==> config.mk <==
export PLATFORM = sky130hd
export DESIGN_NAME = sseg_scan_driver
export DESIGN_NICKNAME = d
export VERILOG_FILES = /design/src/rtl/sseg_pkg.sv /design/src/rtl/sseg_scan_driver_hex_to_sseg.sv /design/src/rtl/sseg_scan_driver.sv
export SDC_FILE = /design/constraint.sdc
export NUM_CORES = 1
export LEC_CHECK = 0
export ABC_AREA = 1
export CAP_MARGIN = 20
export CORE_MARGIN = 1.5
export CORE_UTILIZATION = 40
export DETAILED_ROUTE_END_ITERATION = 8
export SYNTH_ARGS = -nofsm -noshare
export SYNTH_HDL_FRONTEND = slang
export SYNTH_SLANG_ARGS = --single-unit
==> constraint.sdc <==
create_clock -name clk -period 2.7 [get_ports clk]
set_input_delay 0.54 -clock clk [delete_from_list [all_inputs] [get_ports clk]]
set_output_delay 0.54 -clock clk [all_outputs]
set_load 0.05 [all_outputs]
==> src/rtl/sseg_pkg.sv <==
// Shared constants for the seven-segment scan driver: hex glyphs (active-high g..a)
// and the bit positions of each segment inside the 8-bit {dp,g,f,e,d,c,b,a} bus.
package sseg_pkg;

   localparam logic [6:0] SEG_0     = 7'h3F;
   localparam logic [6:0] SEG_1     = 7'h06;
   localparam logic [6:0] SEG_2     = 7'h5B;
   localparam logic [6:0] SEG_3     = 7'h4F;
   localparam logic [6:0] SEG_4     = 7'h66;
   localparam logic [6:0] SEG_5     = 7'h6D;
   localparam logic [6:0] SEG_6     = 7'h7D;
   localparam logic [6:0] SEG_7     = 7'h07;
   localparam logic [6:0] SEG_8     = 7'h7F;
   localparam logic [6:0] SEG_9     = 7'h6F;
   localparam logic [6:0] SEG_A     = 7'h77;
   localparam logic [6:0] SEG_B     = 7'h7C;
   localparam logic [6:0] SEG_C     = 7'h39;
   localparam logic [6:0] SEG_D     = 7'h5E;
   localparam logic [6:0] SEG_E     = 7'h79;
   localparam logic [6:0] SEG_F     = 7'h71;
   localparam logic [6:0] SEG_BLANK = 7'h00;

   localparam int SEG_A_BIT  = 0;
   localparam int SEG_B_BIT  = 1;
   localparam int SEG_C_BIT  = 2;
   localparam int SEG_D_BIT  = 3;
   localparam int SEG_E_BIT  = 4;
   localparam int SEG_F_BIT  = 5;
   localparam int SEG_G_BIT  = 6;
   localparam int SEG_DP_BIT = 7;

endpackage

==> src/rtl/sseg_scan_driver_hex_to_sseg.sv <==
// Combinational hex nibble to active-high g..a segment pattern.
module hex_to_sseg
   import sseg_pkg::*;
(
   input  logic [3:0] hex,
   output logic [6:0] seg
);

   always_comb begin
      seg = SEG_BLANK;
      case (hex)
         4'h0: seg = SEG_0;
         4'h1: seg = SEG_1;
         4'h2: seg = SEG_2;
         4'h3: seg = SEG_3;
         4'h4: seg = SEG_4;
         4'h5: seg = SEG_5;
         4'h6: seg = SEG_6;
         4'h7: seg = SEG_7;
         4'h8: seg = SEG_8;
         4'h9: seg = SEG_9;
         4'hA: seg = SEG_A;
         4'hB: seg = SEG_B;
         4'hC: seg = SEG_C;
         4'hD: seg = SEG_D;
         4'hE: seg = SEG_E;
         4'hF: seg = SEG_F;
         default: seg = SEG_BLANK;
      endcase
   end

endmodule

==> src/rtl/sseg_scan_driver.sv <==
// Time-multiplexes a packed hex value onto an N-digit seven-segment display, taking a
// fresh snapshot of the value only when the scan wraps so a refresh never tears.
module sseg_scan_driver
   import sseg_pkg::*;
#(
   parameter int DIGITS      = 8,
   parameter int REFRESH_DIV = 100000,
   parameter bit ACTIVE_LOW  = 1'b1
) (
   input  logic                  clk,
   input  logic                  reset,
   input  logic [4*DIGITS-1:0]   value,
   input  logic [DIGITS-1:0]     dp_in,
   input  logic [DIGITS-1:0]     dig_en,
   input  logic                  blank_lz,
   output logic [DIGITS-1:0]     an,
   output logic [7:0]            sseg,
   output logic                  scan_end
);

   localparam int PW = $clog2(REFRESH_DIV);
   localparam int IW = $clog2(DIGITS);
   localparam logic [PW-1:0]     PRESC_MAX = PW'(REFRESH_DIV - 1);
   localparam logic [IW-1:0]     LAST_IDX  = IW'(DIGITS - 1);
   localparam logic [DIGITS-1:0] AN_OFF    = ACTIVE_LOW ? {DIGITS{1'b1}} : {DIGITS{1'b0}};
   localparam logic [7:0]        SSEG_OFF  = ACTIVE_LOW ? 8'hFF : 8'h00;

   logic [PW-1:0]       presc;
   logic [IW-1:0]       idx;
   logic [4*DIGITS-1:0] snap;
   logic [DIGITS-1:0]   dp_snap;
   logic                tick;
   logic                wrap;
   logic [DIGITS-1:0]   leading_zero;
   logic [3:0]          cur_digit;
   logic [6:0]          cur_seg;
   logic                lit;
   logic [DIGITS-1:0]   an_act;
   logic [7:0]          sseg_act;
   logic [DIGITS-1:0]   an_next;
   logic [7:0]          sseg_next;

   assign tick = (presc == PRESC_MAX);
   assign wrap = tick && (idx == LAST_IDX);

   // Scan timing plus the snapshot, which only moves on the wrap edge.
   always_ff @(posedge clk) begin
      if (reset) begin
         presc   <= '0;
         idx     <= '0;
         snap    <= value;
         dp_snap <= dp_in;
      end else begin
         presc <= tick ? '0 : presc + PW'(1);
         if (tick) begin
            idx <= (idx == LAST_IDX) ? '0 : idx + IW'(1);
         end
         if (wrap) begin
            snap    <= value;
            dp_snap <= dp_in;
         end
      end
   end

   // A digit is a leading zero when it and every digit above it are zero; digit 0 is
   // excluded so an all-zero value still shows a single "0".
   always_comb begin
      logic zero_run;
      leading_zero = '0;
      zero_run     = 1'b1;
      for (int i = DIGITS - 1; i >= 1; i--) begin
         zero_run        = zero_run && (snap[4*i +: 4] == 4'h0);
         leading_zero[i] = zero_run;
      end
   end

   assign cur_digit = snap[{idx, 2'b00} +: 4];

   hex_to_sseg u_hex_to_sseg (
      .hex (cur_digit),
      .seg (cur_seg)
   );

   assign lit       = dig_en[idx] && !(blank_lz && leading_zero[idx]);
   assign an_act    = lit ? (DIGITS'(1) << idx) : '0;
   assign sseg_act  = lit ? {dp_snap[idx], cur_seg} : 8'h00;
   assign an_next   = ACTIVE_LOW ? ~an_act   : an_act;
   assign sseg_next = ACTIVE_LOW ? ~sseg_act : sseg_act;

   // Anodes and segments share one register stage so they always switch together.
   always_ff @(posedge clk) begin
      if (reset) begin
         an       <= AN_OFF;
         sseg     <= SSEG_OFF;
         scan_end <= 1'b0;
      end else begin
         an       <= an_next;
         sseg     <= sseg_next;
         scan_end <= wrap;
      end
   end

endmodule
# == Word-level counts from Yosys, hierarchy flattened ==
# Memory sizes are Yosys's and may differ from the RTL's.
# Cells that the tools add are included.
# totals
reg_bits,77
mem_bits_ro,112
in_bits,51
out_inout_bits,17
elab_cells,49
memories,1
# mem_list
memory,words,width,read_ports,rd_ports_with_merged_regs,write_ports,line,rtl
(name not given),16,7,1,0,0,sseg_scan_driver_hex_to_sseg.sv:11,case (hex)
# classes
add_sub_neg,2
magnitude_cmp,1
n_eq_ne,2
n_shift,2
muxes,13
n_bitwise,2
reduce_logical,19
# op_table
operator,n
$mux W32,2
$mux W8,4
$shiftx A32 B6 Y4,1
$logic_not A4 Y1,7
$add A17 B1 Y17 const B,1
$eq A17 B17 Y1 const B,1
$not A8 Y8,2
$bmux W1 S3,3
$logic_and A1 B1 Y1,9
$shl A1 B3 Y8 const A,1
$lt A3 B4 Y1 const B,1
$add A3 B1 Y3 const B,1
$eq A3 B3 Y1 const B,1
$mux W1,3
$mux W3,1
$reduce_bool A2 Y1,1
$reduce_or A2 Y1,1
$logic_not A1 Y1,1

# == Depth between registers and ports, before layout ==
# logic_depth
word_depth,14
ltp_mapped,14
depth_no_buf,12

# == Hierarchy ==
# A second synthesis with hierarchy kept.
# hier_totals
hier_cells,407
hier_area_um2,3598.5
# by_module_without_submodules
mod,n_inst,cells_each,area_each_um2,seq_area_each_um2
sseg_scan_driver,1,355,3328.2,1941.9
hex_to_sseg,1,52,270.3,0.0

# == Least setup slack after synthesis ==
# OpenSTA, ideal clock, no wires.
# synth_timing
path_kind,flip-flop to flip-flop
startpoint,reg presc[0]
endpoint,reg dp_snap[0] (enable)
setup_ps,398
arrival_time_ps,2004
required_time_ps,2302
path_slack_ps,298
stages_incl_launch_ff,10
path_buffers,0
synth_period_minus_slack_ps,2402
path_cell_list,dfxtp_1 -> ha_1 -> nand2_1 -> inv_1 -> nand2_1 -> nor3_1 -> nand2_1 -> inv_1 -> nand2_1 -> nand2_1
# synth_via
elab_chain_cells,3
# synth_lines
item,line,rtl
from (decl),sseg_scan_driver.sv:28,logic [PW-1:0] presc;
from (signal assigned),sseg_scan_driver.sv:54,presc <= tick ? '0 : presc + PW'(1);
$eq A17 B17 Y1,sseg_scan_driver.sv:43,assign tick = (presc == PRESC_MAX);
$logic_and A1 B1 Y1,sseg_scan_driver.sv:44,assign wrap = tick && (idx == LAST_IDX);
$reduce_bool A2 Y1 (no source line),--,
to (signal assigned),sseg_scan_driver.sv:52,dp_snap <= dp_in;
to (signal assigned),sseg_scan_driver.sv:60,dp_snap <= dp_in;
to (decl),sseg_scan_driver.sv:31,logic [DIGITS-1:0] dp_snap;
# Every way passes these cells.
# A chain may end at the register's enable or synchronous reset.

# == Final worst setup path ==
# layout_timing
startpoint,reg idx[0]
endpoint,reg sseg[0]
# layout_via
elab_chain_cells,7
word_cells_on_any_way,11
cone_classes,shift (1); mux (5); bitwise (1); reduce/logical (3); memory (1)
# layout_lines
item,line,rtl
from (decl),sseg_scan_driver.sv:29,logic [IW-1:0] idx;
from (signal assigned),sseg_scan_driver.sv:56,idx <= (idx == LAST_IDX) ? '0 : idx + IW'(1);
branches (longest 5 deep; another with $mem_v2 Z16 W7),--,
$mux W8 (*),sseg_scan_driver.sv:86,"assign sseg_act = lit ? {dp_snap[idx], cur_seg} : 8'h00;"
$not A8 Y8 (*),sseg_scan_driver.sv:88,assign sseg_next = ACTIVE_LOW ? ~sseg_act : sseg_act;
to (signal assigned),sseg_scan_driver.sv:98,sseg <= sseg_next;
to (decl),sseg_scan_driver.sv:17,"output logic [7:0] sseg,"
# Mark *: on every way between the ends. The select of a mux whose other input is x is not followed.

==> results.md <==
* Status: finished clean
* Clk_lat worst skew at 350 ps
* Post-synthesis sequential area ratio at 0.524
* MaxCap Viol Count at 0
* Share of power burned in registers at 0.546
* Number of enable flip-flop cells after synthesis at 40
* Worst Tran Pin Value at 498 ps
* Post-synth top area share at 0.324
* Tmin final at 2020 ps
* PD cells at 510 nW/um^2
* Initial Util at 0.419
* RePlAce Congestion at 0.875
* Initial antenna violation count at 0
* Wire per inst at 13.0 microns
* Syn Nets at 493
* Crit share post-route at 0.749
* CTS Sinks at 77
* Final Setup Violations at 0
* Drt initial violations at 75
* Synth Flop Type: edfxtp_1
* Drt via density at 4.86
* Area Growth Syn to Fin at 26.0%
* Leak pwr at 1.85 nW
* Count leader, synth: nand2_1
* Main area contributors after synthesis: edfxtp_1, dfxtp_1, nand2_1
* Combinational power share at 0.093
* Cells after synthesis at 430
* Achievable frequency at 494 MHz
* Area of the multi-input gates at 1530 sq um
* Psw at 0.565 mW
* IO Count at 68
* Final #Nets at 565
* Critical path arrival at 2250 ps
* Hold crit path type: register to register
* # DRC at 0
* Clock Power Share at 0.361
* Post-CTS Resized at 0
* Total power after layout at 2.38 mW
* Gr busiest metal: met2
* Met2 usage at 0.281
* Clk buf depth at 2
* Setup TNS at 0 ps
* Clock skew at 9.75 ps
* Residual antenna-violating net count after detailed routing at 0
* Synth warn at 0
* Port buffer count at 67
* Yosys reg bits at 77
* First-pass GRT wire length at 13.3 mm
* Final WL at 8.01 mm
* WP data required at 2920 ps
* Detailed-route via count at 2988
* Pin count of the biggest net entering global routing at 41
* Mapped Avg Cell Area at 8.62 sq um
* Internal power at 1.81 mW
* Vias in the first global route at 2854
* CP endpoint kind: register
* Mapped cell area at 3710 sq um
* Core region area at 8850 sq um
* DR pass1 iterations at 6
* Post-DP HPWL at 5.90 mm
* CTS Root Cell: clkbuf_8
* Number of buffers added for setup after CTS at 0
* Die W at 99.3 microns
* Share of post-route cells with drive strength above 1 at 0.0927
* Max VDD drop at 0.307 mV
* Setup repair after global routing missed its margin: no
* Die height at 99.3 microns
* CTS tree: yes
* Yosys cell types at 33
* # fillers at 838
* Remaining Overflow, GRT at 0
* Met1 Use GR at 0.217
* Worst-path fanout max at 26
* Slew HR at 0.667
* Clock Pin Slew Worst Setup and Hold Paths at 80 ps
* # diodes at 0
* Critical path type: register to register
* Crit path launch type: register
* Final Hold Fails at 0
* Largest area contributor in the netlist: edfxtp_1
* Synth async-reset ratio at 0
* Slew Viols, Final at 0
* Synth top cells by count: nand2_1, nor2_1, nand3_1
* Total global routing track utilization at 0.170
* Switching share of power at 0.237
* Hold-fix buffers at CTS at 0
* Register area at 1940 sq um
* DIE AREA at 9850 sq um
* M3 GR Usage at 0.0471
* # H-tree levels at 3
* Cts bufs inserted at 9
* Row count at 34
==> path summary, 6_finish.rpt <==
kind                             from  cells after the start             endpoint  slack [ps]
setup / recovery  idx[0]$_SDFFE_PP0N_                     11   sseg[0]$_SDFF_PP1_         680
hold / removal    presc[0]$_SDFF_PP0_                      1  presc[0]$_SDFF_PP0_         460
setup reg to reg  idx[0]$_SDFFE_PP0N_                     11   sseg[0]$_SDFF_PP1_         680
hold reg to reg   presc[0]$_SDFF_PP0_                      1  presc[0]$_SDFF_PP0_         460
==> sequential cells by signal (all words and copies together), names as in the netlist <==
name      flops
snap         32
presc        17
an            8
dp_snap       8
sseg          8
idx           3
scan_end      1
==> per-stage QoR <==
step / cells / instance area, sq um / hold WS [ps] / setup slack, ps / util
after CTS: 615 / 4670 / 458 / 647 / 0.528
final: 615 / 4670 / 459 / 677 / 0.528
after global routing: 615 / 4670 / 489 / 495 / 0.528
after detailed placement: 599 / 4480 / 439 / 686 / 0.506
after floorplan: 430 / 3710 / 418 / 298 / -
after global placement: 599 / 4480 / 432 / 694 / 0.506
==> layer usage <==
layer	vias to the layer above	wire [microns]
met5	-	0
met4	0	147
met3	12	364
met2	72	3830
met1	1353	3680
li1	1551	-
==> final cells by class <==
cell class | instances | area share
Multi-Input combinational cell | 302 | 0.328
Sequential cell | 77 | 0.416
Clock buffer | 10 | 0.0273
Timing Repair Buffer | 72 | 0.154
Tap cell | 108 | 0.0289
Inverter | 40 | 0.0322
Clock inverter | 6 | 0.0137
==> cell families after synthesis <==
logic type               share of synthesized area
XOR/XNOR                                   0.00945
AO/OA/AOI/OAI                               0.0503
flip-flops                                   0.524
adder cells (fa/ha/maj)                     0.0405
buffers and inverters                       0.0631
AND/OR/NAND/NOR                              0.313
==> cell usage in the layout (no fill, tap or decap), drive strengths merged, types with 3 or more instances in the layout <==
| master | netlist | final |
|---|---|---|
| clkbuf | 0 | 10 |
| ha | 12 | 12 |
| xor2 | 4 | 4 |
| or2 | 4 | 4 |
| inv | 40 | 40 |
| clkinv | 0 | 3 |
| nand4 | 10 | 10 |
| nand3 | 48 | 48 |
| nor3 | 12 | 12 |
| edfxtp | 40 | 40 |
| nand3b | 3 | 3 |
| a21oi | 12 | 12 |
| o21ai | 11 | 11 |
| nor2 | 63 | 63 |
| buf | 11 | 5 |
| nand2 | 116 | 116 |
| clkdlybuf4s50 | 0 | 67 |
| dfxtp | 37 | 37 |
==> critical path, cell delays in order (launching register included) <==
cell	delay (ps)
dfxtp_1	340
buf_4	240
inv_2	240
o21ai_1	270
nand2_1	80
nand2_1	60
nand2_1	90
ha_1	220
inv_1	90
nand3_1	100
nand3_1	100
nand3_1	70
==> power by group through the flow <==
stage / Sequential, mW / Combinational [mW] / Clock (mW)
after floorplan: 1.35 / 0.0832 / 0
after global placement: 1.33 / 0.220 / 0
after detailed placement: 1.33 / 0.222 / 0
after CTS: 1.30 / 0.223 / 0.887
after global routing: 1.30 / 0.241 / 0.937
final: 1.30 / 0.221 / 0.859
No activity file was read; power rests on OpenSTA's default activity.
==> variant 1: new RTL, same settings <==
The parameter `REFRESH_DIV` goes from 100000 to 25000.
--- a/src/rtl/sseg_scan_driver.sv
+++ b/src/rtl/sseg_scan_driver.sv
@@ -4,7 +4,7 @@
    import sseg_pkg::*;
 #(
    parameter int DIGITS      = 8,
-   parameter int REFRESH_DIV = 100000,
+   parameter int REFRESH_DIV = 25000,
    parameter bit ACTIVE_LOW  = 1'b1
 ) (
    input  logic                  clk,
Function: no difference found for any inputs over 10 cycles, from zero or initial values and one cycle with reset high; that may be too few to reach the edited logic, so the function may still have changed.
==> variant 1 against the unedited design <==
Clock skew decreased by 0.0028 ns. Register-to-register slack better by 0.06 ns. Sequential cell count fell by 2. Total power fell by 1.5%. Cell area is 4.0% lower. Routed wire length fell by 8.9%. Global-route usage down 0.42 points. Worst setup slack hardly changed. Area after synthesis shrank 4.8%. Critical endpoint is now sseg[7]. Largest cell class unchanged.
==> variant 1: results (changes against the unedited design) <==
Run status
  • Run status: finished clean (unchanged)

Worst setup path
  • Critical Path Sink: sseg[7] (was sseg[0])
  • Reg2Reg Setup Slack: 0.74 ns (was 0.68 ns)
  • Crit-path max cell delay: 0.82 ns (was 0.34 ns)
  • Worst Path Max Fanout: 1 (was 26)
  • Cell depth of the worst flop-to-flop path: 6 (was 11)
  • Crit-path slowest cell: clkdlybuf4s50_1 (was dfxtp_1)
  • R2r endpoint: snap[4] (was sseg[0])
  • Worst path arrival time: 1.48 ns (was 2.25 ns)

Layout
  • Share of layout cells above drive strength 1: 0.0968 (was 0.0927)
  • NonClk Buf Share: 0.161 (was 0.154)
  • Multi-input combinational area share: 0.305 (was 0.328)
  • Biggest regs: snap: 32 flops, presc: 15 flops (was snap: 32 flops, presc: 17 flops)
  • # fillers: 802 (was 838)

Drt
  • Met3 Wirelength: 390 µm (was 364 µm)
  • Post-DR wirelength/cell: 12.5 µm (was 13.0 µm)
  • DR pass1 iterations: 4 (was 6)
  • DRT iter0 DRCs: 120 (was 75)
  • Via density: 4.65 (was 4.86)

Placed design
  • DP Area: 4290 µm² (was 4480 µm²)

Global route
  • Number of global-route vias before repair: 2751 (was 2854)
  • Met3 Use GR: 0.0441 (was 0.0471)
  • M2 GR Usage: 0.274 (was 0.281)
  • GRT Total Usage: 0.166 (was 0.170)

Power
  • Internal power: 1790 µW (was 1810 µW)

Yosys
  • Sequential fraction of the synthesis area: 0.539 (was 0.524)
  • Xor-xnor portion of the synthesized cell area: 0.00497 (was 0.00945)
  • Post-synth cell types: 31 (was 33)

Timing
  • Fin crit share: 0.749 (about the same)
variant 1: changes by cell type after synthesis, moves of 3 or more:
cell and change:
nand4_1 -7, o21ai_2 -5, o21ai_1 -4, nor3_1 -4, nor2_1 -23, nand3b_1 -3, nand2_1 +3, inv_1 +3
nand3_1 +8
variant 1: worst min path at each step:
| stage | endpoint | slack, ns | from |
|---|---|---|---|
| after floorplan | presc[0] | 0.42 | presc[0] |
| after global placement | presc[0] | 0.43 | presc[0] |
| after detailed placement | presc[0] | 0.44 | presc[0] |
| after CTS | presc[0] | 0.46 | presc[0] |
| after global routing | presc[0] | 0.47 | presc[0] |
| final | presc[0] | 0.45 | presc[0] |
variant 1: per-stage QoR:
stage                     worst slack [ns]  hold WS (ns)  power (µW)  std cells  utilization
after floorplan                      0.361         0.417        1400        397            -
after detailed placement             0.769         0.445        1510        567        0.497
after global routing                 0.529         0.473        2440        583        0.519
after CTS                            0.647         0.457        2370        583        0.519
after global placement               0.815         0.431        1510        567        0.497
final                                0.677         0.450        2340        583        0.519
==> variant 2: new RTL, same settings <==
Without the edit above. Put one more register stage on the output `an`, cleared by the reset. The value now appears one clock later. The other outputs are not delayed to match.
--- a/src/rtl/sseg_scan_driver.sv
+++ b/src/rtl/sseg_scan_driver.sv
@@ -24,6 +24,8 @@
    localparam logic [IW-1:0]     LAST_IDX  = IW'(DIGITS - 1);
    localparam logic [DIGITS-1:0] AN_OFF    = ACTIVE_LOW ? {DIGITS{1'b1}} : {DIGITS{1'b0}};
    localparam logic [7:0]        SSEG_OFF  = ACTIVE_LOW ? 8'hFF : 8'h00;
+
+   logic [DIGITS-1:0] an_s0;
 
    logic [PW-1:0]       presc;
    logic [IW-1:0]       idx;
@@ -90,14 +92,22 @@
    // Anodes and segments share one register stage so they always switch together.
    always_ff @(posedge clk) begin
       if (reset) begin
-         an       <= AN_OFF;
+         an_s0    <= AN_OFF;
          sseg     <= SSEG_OFF;
          scan_end <= 1'b0;
       end else begin
-         an       <= an_next;
+         an_s0    <= an_next;
          sseg     <= sseg_next;
          scan_end <= wrap;
       end
    end
 
+   always_ff @(posedge clk) begin
+      if (reset) begin
+         an <= '0;
+      end else begin
+         an <= an_s0;
+      end
+   end
+
 endmodule
Function: changed (Yosys sat finds a counterexample within 4 cycles, from zero or initial values and one cycle with reset high).
==> variant 2 against the unedited design <==
Worst setup slack improved by 0.0032 ns. Hold slack got worse by 0.051 ns. Routed wire length increased by 0.80%. Sequential share of layout area increased by 1.2 points. Non-clock buffer count increased by 1. Area after synthesis increased by 5.7%. Sequential cell count increased by 8. Total power increased by 6.8%. Count of clock-buffer cells in the layout unchanged. Clock skew increased by 0.0011 ns. Cell area increased by 5.1%. Register-to-register slack improved by 0.05 ns. Largest cell class unchanged. Highest routed layer unchanged.
==> variant 2: results (changes against the unedited design) <==
Drt
  • DRT Wirelength: 8080 µm (was 8010 µm)
  • DRT iter0 DRCs: 152 (was 75)
  • DR pass1 iterations: 4 (was 6)
  • Vias post-DR: 3133 (was 2988)

Layout
  • Ant. Diodes: 0 (unchanged)
  • Nets: 596 (was 565)
  • Biggest regs: snap: 32 flops, presc: 17 flops (unchanged)
  • Share of layout cells above drive strength 1: 0.0948 (was 0.0927)

Clock tree
  • Worst-path clk slew: 0.09 ns
  • PostCTS Resize Cnt: 0 (unchanged)
  • H-Tree Depth: 3 (unchanged)
  • Cts bufs inserted: 9 (unchanged)
  • Worst-Skew Late Latency: 0.35 ns (about the same)
  • Clk buf depth: 2 (unchanged)
  • Setup repair bufs after CTS: 0 (unchanged)
  • Clk root buf: clkbuf_8 (unchanged)

Timing
  • Worst-margin pin slew: 0.537 ns (was 0.498 ns)
  • Skew final: 0.0109 ns (was 0.00975 ns)

Placed design
  • Hpwl dp: 6030 µm (was 5900 µm)
  • I/O Buffers: 67 (unchanged)
  • Final GP Congestion: 0.829 (was 0.875)

Run status
  • Run status: finished clean (unchanged)

Yosys
  • Post-synth cell types: 31 (was 33)
  • Number of synthesized flops with an enable pin: 40 (unchanged)
  • Synth top cells by count: nand2_1, nand3_1, nor2_1, inv_1, dfxtp_1 (was nand2_1, nor2_1, nand3_1, edfxtp_1, dfxtp_1)
  • Yosys warnings: 0 (unchanged)
  • Sequential fraction of the synthesis area: 0.536 (was 0.524)
  • Ys async rst share: 0 (unchanged)
  • Ys flop type: dfxtp_1 (was edfxtp_1)
  • Syn Nets: 523 (was 493)
  • Synth top area cells: edfxtp_1, dfxtp_1, nand2_1 (unchanged)

Power
  • Max VDD drop: 0.225 mV (was 0.307 mV)
  • Leakage Power: 0.00204 µW (was 0.00185 µW)

Worst setup path
  • Worst Path Max Fanout: 1 (was 26)
  • Crit-path slowest cell: clkdlybuf4s50_1 (was dfxtp_1)
  • Worst path arrival time: 1.48 ns (was 2.25 ns)
  • Critical path's top delay family: buffers and inverters (unchanged)
  • Crit-path max cell delay: 0.80 ns (was 0.34 ns)
  • Reg2Reg Launch Point: presc[0] (was idx[0])
  • Crit path launch: scan_end (was idx[0])
  • Reg2Reg Setup Slack: 0.73 ns (was 0.68 ns)

Min path
  • Worst min-delay path class: register to register (unchanged)
  • Hold Startpoint: an_s0[1] (was presc[0])

Global route
  • Number of global-route vias before repair: 2962 (was 2854)
  • Largest net degree at the start of global routing: 27 (was 41)
  • First-pass GRT wire length: 13400 µm (was 13300 µm)
  • GRT Total Usage: 0.166 (was 0.170)
  • Initial antenna violation count: 0 (unchanged)
## variant 2: metrics by stage
stage | instances | worst slack [ns] | area, µm² | hold WS, ns
detailed placement | 651 | 0.738 | 4720 | 0.396
global route | 667 | 0.505 | 4910 | 0.422
finish | 667 | 0.680 | 4910 | 0.408
global placement | 651 | 0.747 | 4720 | 0.395
floorplan | 460 | 0.294 | 3920 | 0.388
CTS | 667 | 0.659 | 4910 | 0.408
## variant 2: report_power, final
group          internal, µW  total [µW]  switching (µW)
clock network           394         856             462
registers              1400        1420            19.9
logic                   122         263             140
## variant 2: cell families after synthesis
family / share of synthesized area
flip-flops: 0.536
AND/OR/NAND/NOR: 0.307
XOR/XNOR: 0.00894
adder cells (fa/ha/maj): 0.0383
buffers and inverters: 0.0811
AO/OA/AOI/OAI: 0.0284
## variant 2: path summary, 6_finish.rpt
check,endpoint,cells past startpoint
worst max-delay path,scan_end,1
worst min-delay path,an[1],2
worst max register to register,snap[3],10
worst min register to register,an[1],2
## variant 2: cell type report
class | count | area, µm²
inverter | 63 | 239
tap | 129 | 161
sequential | 85 | 2100
fill | 892 | 4460
clock inverter | 6 | 43.8
clock buffer | 10 | 149
multi-input combinational | 301 | 1500
timing repair buffer | 73 | 716
## variant 2: per-layer routing
layer | routed length [µm] | vias to the layer above | track usage
met5 | 0 | - | 0
met4 | 102 | 0 | 0.0653
met3 | 394 | 8 | 0.0335
met2 | 3640 | 84 | 0.255
met1 | 3940 | 1421 | 0.229
li1 | - | 1620 | -
